[config.mk]
export PLATFORM = sky130hd
export DESIGN_NAME = pipeline_wb
export DESIGN_NICKNAME = d
export VERILOG_FILES = /design/src/rtl/pipeline_wb.sv
export SDC_FILE = /design/constraint.sdc
export NUM_CORES = 1
export LEC_CHECK = 0
export ABC_CLOCK_PERIOD_IN_PS = 2100
export BUFFER_PORTS_ARGS = -buffer_cell sky130_fd_sc_hd__buf_2
export CORE_MARGIN = 10
export CORE_UTILIZATION = 50
export CTS_CLUSTER_DIAMETER = 200
export DETAILED_ROUTE_END_ITERATION = 6
export HOLD_SLACK_MARGIN = 0.1
export PLACE_DENSITY = 0.86
export SLEW_MARGIN = 5
export SYNTH_ARGS = -nofsm -noshare
export SYNTH_HDL_FRONTEND = slang
export SYNTH_SLANG_ARGS = --single-unit
export TNS_END_PERCENT = 30
[constraint.sdc]
create_clock -name clk -period 2.1 [get_ports clk]
set_input_delay 0.42 -clock clk [delete_from_list [all_inputs] [get_ports clk]]
set_output_delay 0.42 -clock clk [all_outputs]
set_load 0.05 [all_outputs]
[src/rtl/pipeline_wb.sv]
// pipeline_wb: write-back stage; ALU results retire directly, loads fetch a word and extend it.
// Define WB_RETIRE_CNT_EN to add the retire_cnt output counting register-file writes.
`ifndef COMMON_WIDTH
`define COMMON_WIDTH 32
`endif
`ifndef REG_NUM
`define REG_NUM 5
`endif

module pipeline_wb (
    input  logic                     clk,
    input  logic                     rst,
    input  logic                     in_valid,
    output logic                     in_ready,
    input  logic [`REG_NUM-1:0]      in_rd,
    input  logic [`COMMON_WIDTH-1:0] in_result,
    input  logic                     in_write_alu_result_tag,
    input  logic                     in_load_tag,
    input  logic [2:0]               in_load_type,
    output logic                     mem_req_valid,
    input  logic                     mem_req_ready,
    output logic [`COMMON_WIDTH-1:0] mem_addr,
    input  logic                     mem_resp_valid,
    input  logic [`COMMON_WIDTH-1:0] mem_resp_data,
    output logic [`REG_NUM-1:0]      reg_write,
    output logic [`COMMON_WIDTH-1:0] data_write,
    output logic                     misalign_err
`ifdef WB_RETIRE_CNT_EN
    ,
    output logic [31:0]              retire_cnt
`endif
);
    typedef enum logic [1:0] {S_IDLE, S_REQ, S_WAIT} state_t;
    state_t                 state;
    logic [`REG_NUM-1:0]    rd_q;
    logic [2:0]             type_q;
    logic [1:0]             off_q;
    logic                   is_half, is_byte, load_mis;
    logic [7:0]             byte_sel;
    logic [15:0]            half_sel;
    logic [`COMMON_WIDTH-1:0] ext;
    assign in_ready = state == S_IDLE;
    assign is_half  = in_load_type == 3'd1 || in_load_type == 3'd5;
    assign is_byte  = in_load_type == 3'd0 || in_load_type == 3'd4;
    assign load_mis = is_half ? in_result[0] : is_byte ? 1'b0 : |in_result[1:0];
    assign byte_sel = 8'(mem_resp_data >> {off_q, 3'b000});
    assign half_sel = off_q[1] ? mem_resp_data[31:16] : mem_resp_data[15:0];
    // Unlisted load types fall through to a whole-word load.
    assign ext = type_q == 3'd0 ? {{24{byte_sel[7]}}, byte_sel} :
                 type_q == 3'd4 ? {24'b0, byte_sel} :
                 type_q == 3'd1 ? {{16{half_sel[15]}}, half_sel} :
                 type_q == 3'd5 ? {16'b0, half_sel} : mem_resp_data;
    always_ff @(posedge clk) begin
        if (!rst) begin
            state         <= S_IDLE;
            rd_q          <= '0;
            type_q        <= '0;
            off_q         <= '0;
            mem_addr      <= '0;
            mem_req_valid <= 1'b0;
            reg_write     <= '0;
            data_write    <= '0;
            misalign_err  <= 1'b0;
        end else begin
            reg_write    <= '0;
            misalign_err <= 1'b0;
            case (state)
                S_IDLE: if (in_valid) begin
                    if (in_load_tag) begin
                        rd_q   <= in_rd;
                        type_q <= in_load_type;
                        off_q  <= in_result[1:0];
                        if (load_mis) misalign_err <= 1'b1;
                        else begin
                            mem_addr      <= {in_result[`COMMON_WIDTH-1:2], 2'b00};
                            mem_req_valid <= 1'b1;
                            state         <= S_REQ;
                        end
                    end else if (in_write_alu_result_tag) begin
                        reg_write  <= in_rd;
                        data_write <= in_result;
                    end
                end
                S_REQ: if (mem_req_ready) begin
                    mem_req_valid <= 1'b0;
                    state         <= S_WAIT;
                end
                S_WAIT: if (mem_resp_valid) begin
                    reg_write  <= rd_q;
                    data_write <= ext;
                    state      <= S_IDLE;
                end
                default: state <= S_IDLE;
            endcase
        end
    end
`ifdef WB_RETIRE_CNT_EN
    always_ff @(posedge clk) begin
        if (!rst) retire_cnt <= '0;
        else if (reg_write != '0) retire_cnt <= retire_cnt + 32'd1;
    end
`endif
endmodule

Word-level counts from Yosys, hierarchy flattened
Index checks and enable logic that the tools add are counted.

Input port bits: 79. Output and inout port bits: 72. Register bits after elaboration: 81. Logic and storage cells: 69.

Bitwise operators: 1. Mux-type cells: 29. Equal/unequal tests: 15. Reductions and logical operators: 14. Shift-type cells: 1.

Operator list (count): two-way mux 32 bit (8); case mux 32 bit (2 select lines) (1); right shift 32 x 5 -> 8 bit (1); two-way mux 5 bit (4); two-way mux 16 bit (1); AND reduction 5 bit (3); == test 3 bit, second input constant (4); two-way mux 2 bit (5); inequality test 2 bit, second input constant (5); case mux 5 bit (2 select lines) (1); AND reduction 4 bit (2); two-way mux 1 bit (7); == test 3 x 1 -> 1 bit, second input constant (2); logical NOT 3 bit (2); case mux 2 bit (3 select lines) (1); inequality test 2 x 1 -> 1 bit, second input constant (2); nonzero test 2 bit (2); AND reduction 3 bit (1); == test 2 x 1 -> 1 bit, second input constant (1); == test 2 bit, second input constant (1); logical NOT 2 bit (1); logical OR 1 bit (2); case mux 1 bit (2 select lines) (1); OR reduction 2 bit (1); NOT 1 bit (1).

Logic depth before layout (Yosys ltp)
Depth in word-level cells: 8. Depth in mapped cells: 6. Mapped depth without buffers: 4.

Worst setup path before layout
Ideal clock, no wire load.

Path kind: register to register. Start: register state[0]. End: register off_q[0]. Data required time: 1.977 ns. Data arrival time: 1.683 ns. Path buffers: 0. Cell stages (with the launch flop): 5. Setup slack: 0.294 ns. Clock period less this slack: 1.806 ns. Library setup time: 0.123 ns. Path through: dfxtp_1 nor2_1 nand3_1 nand2_1 a21boi_0.

Longest elaborated chain between the ends: 2.

Ends and longest elaborated chain: from (decl) (line 34) `state_t state;`; from (signal assigned) (line 55) `state <= S_IDLE;`; from (signal assigned) (line 77) `state <= S_REQ;`; from (signal assigned) (line 86) `state <= S_WAIT;`; logical NOT 2 bit; via in_ready (line 14) `output logic in_ready,`; AND reduction 3 bit (no source line); to (signal assigned) (line 72) `off_q <= in_result[1:0];`; to (decl) (line 37) `logic [1:0] off_q;`.

The timed path passes the listed nets, and every way through them passes these cells. A chain may end at the register's enable or synchronous reset.

Worst setup path after layout
Start: register off_q[1]. End: register data_write[16].

Longest elaborated chain between the ends: 6. Elaborated cells on any way between the ends: 7. Those cells by class: shift: 1; mux: 6.

Ends and longest elaborated chain: parallel branches: the longest is 3 deep, another holds right shift 32 x 5 -> 8 bit; two-way mux 32 bit (*) (line 49) `assign ext = type_q == 3'd0 ? {{24{byte_sel[7]}}, byte_sel} :`; two-way mux 32 bit (*) (line 88) `S_WAIT: if (mem_resp_valid) begin`; case mux 32 bit (2 select lines) (*) (line 67) `case (state)`; to (signal assigned) (line 81) `data_write <= in_result;`; to (signal assigned) (line 90) `data_write <= ext;`; to (decl) (line 26) `` output logic [`COMMON_WIDTH-1:0] data_write, ``.

Every way passes the cells marked *. The select of a mux whose other input is x is not followed.

==> qor.yml <==
cts_setup_buffers: 0
power-per-cell-area_nw_per_um2: 712
cts_resized: 0
slowest_delay_ns: 0.74
dieHeight_um: 111
cp-end-kind: "register"
start_util_pct: 51.1
insertion_delay_ns: 0.36
h-tree-depth: 3
dr.pass1.iters: 5
worstMarginPinSlew_ns: 0.837
skew_ns: 0.0124
synthToLayoutAreaGrowth_pct: 25.1
crit_type: "reg -> reg"
syn_inst: 490
io_pins: 151
synth_top_area_cell: "dfxtp_1"
synth_enable_flop_cells: 0
port_buffers: 148
cp_max_fo: 15
drt-total-wl_um: 13900
grt_pass1_vias: 4417
netlist_area_um2: 4180
finalNetCount: 703
critPathLaunchType: "register"
crit_arrival_ns: 2.03
synthFlopType: "dfxtp_1"
synth_async_sr_flop_share_pct: 0
die_w_um: 111
yosysWarnings: 0
hold_buffers: 0
drive_gt1_share_pct: 32.6
core_area_um2: 8180
power.total_mw: 3.72
synth.most_common_cell: "nand2_1"
grt_antenna_before_repair: 2
hp-class: "in -> reg"
ys_ff_latch: 81
status: "complete, no violations"
grt_max_degree: 38
slew_viol_final: 0
synth_seq_area_share_pct: 38.8
core.rowCount: 33
grt_pass1_wl_um: 22300
crit_required_ns: 2.30
timing.final.crit_share_pct: 87.0
synth_common_cells: "nand2_1, dfxtp_1, a21boi_0, nor2_1, o21ai_0"
p_leak_nw: 2.27
cpMaxStageDelayCell: "mux4_2"
rr_worst_depth: 3
numCtsBuffers: 9
ys_types: 43
maxSlewHeadroom_pct: 44.2
viasPerCell: 5.77
clkTransAtPathRegs_ns: 0.08
startpoint: "off_q[1]$_SDFFE_PN0P_"
cts_sinks: 81
final.min_clock_period_ns: 1.83
drc: 0
dpl.hpwl_um: 10700
synth_top_area_share_pct: 38.8
drt_iter0_drc: 260
worstPathCellList: "mux4_2, a221oi_1, o32ai_1"
utilization_pct: 63.9
setup_violations: 0
max_freq_ghz: 0.548
cts_buffer_depth: 2
setup_tns_ns: 0
peakVddDrop_mv: 0.459
ctsRootBufferMaster: "clkbuf_8"
wl_per_cell_um: 18.9
r2r-end: "data_write[16]$_SDFFE_PN0P_"
crit_end: "data_write[16]$_SDFFE_PN0P_"
cts_tree: "built"
timing.final.ws_setup_ns: 0.274
place_congestion: 0.885
die_area_um2: 12400
grt_util_all_layers_pct: 21.6
final_hold_viol_count: 0
place_ws_ns: 0.0615
rsz0062_at_grt: "no"
grt_overflow: 0
cap_violations: 0
num_vias: 4248
r2r_slack_ns: 0.27
r2r-start: "off_q[1]$_SDFFE_PN0P_"
synth_area_leaders: "dfxtp_1, nand2_1, a21boi_0"
ant_nets: 0
syn_area_per_cell_um2: 8.53
-- cells by family (layout without fill, tap and decap cells) --
family | count (synthesis) | in the layout | synth area share (%)
simple gates | 193 | 193 | 22.1
mux | 9 | 9 | 4.94
other cells | 1 | 4 | 0.0898
buf+inv | 61 | 199 | 6.92
compound gates | 145 | 145 | 27.2
flops | 81 | 81 | 38.8
-- worst max-delay path: cells and delay by family (launching register included) --
family          cells  cell delay, ns
mux                 1            0.74
flops               1            0.38
compound gates      2            0.54
-- placed cells by master (no fill, tap or decap), types with 6 or more instances in the layout --
master	netlist	final
buf_2	15	148
nand2_1	112	112
dfxtp_1	81	81
a21boi_0	37	37
nor2_1	25	24
o21ai_0	23	23
buf_4	5	18
o22ai_1	16	16
inv_1	16	16
o32ai_1	15	15
and3_1	13	13
o211ai_1	11	11
and3b_1	11	11
a221oi_2	10	10
clkbuf_8	0	9
mux4_2	8	8
nor2b_1	7	6
nor3_1	6	6
-- stage by stage --
step	std cells	area (um^2)	hold WS, ns
final	736	5230	0.311
after global routing	736	5230	0.310
after CTS	734	5220	0.305
after detailed placement	718	4980	0.442
after global placement	718	4980	0.438
after floorplan	491	4180	0.444
-- flip-flops by register name, summed over array words and instances, names as in the netlist --
name and flops:
type_q 3, mem_addr 30, off_q 2, misalign_err 1
mem_req_valid 1, rd_q 5, reg_write 5, state 2
data_write 32
-- area by class of cell --
| cell class | instances | area (um^2) |
|---|---|---|
| tap | 105 | 131 |
| clock inverter | 5 | 104 |
| timing repair buffer | 167 | 896 |
| clock buffer | 11 | 131 |
| sequential | 81 | 1620 |
| multi-input combinational | 349 | 2280 |
| fill | 708 | 2950 |
| antenna | 2 | 5.00 |
| inverter | 16 | 60.1 |
-- how the worst min path moves through the flow --
| stage | startpoint | endpoint | depth (start not counted) |
|---|---|---|---|
| floorplan | rd_q[0]$_SDFFE_PN0P_ | rd_q[0]$_SDFFE_PN0P_ | 2 |
| global placement | mem_addr[4]$_SDFFE_PN0P_ | mem_addr[4]$_SDFFE_PN0P_ | 2 |
| detailed placement | mem_addr[2]$_SDFFE_PN0P_ | mem_addr[2]$_SDFFE_PN0P_ | 2 |
| CTS | in_result[2] | mem_addr[2]$_SDFFE_PN0P_ | 3 |
| global route | in_result[22] | mem_addr[22]$_SDFFE_PN0P_ | 3 |
| finish | in_result[2] | mem_addr[2]$_SDFFE_PN0P_ | 3 |
-- metal layers --
layer / track usage [%] / wire length, um
met1: 24.2 / 5430
met2: 36.1 / 6790
met3: 7.35 / 1170
met4: 10.8 / 514
met5: 0 / 0
-- report_power, final --
group | internal, mW | switching [mW] | total, mW
logic | 0.232 | 0.496 | 0.728
registers | 1.60 | 0.0351 | 1.63
clock network | 0.791 | 0.569 | 1.36
No activity file was read; power rests on OpenSTA's default activity.
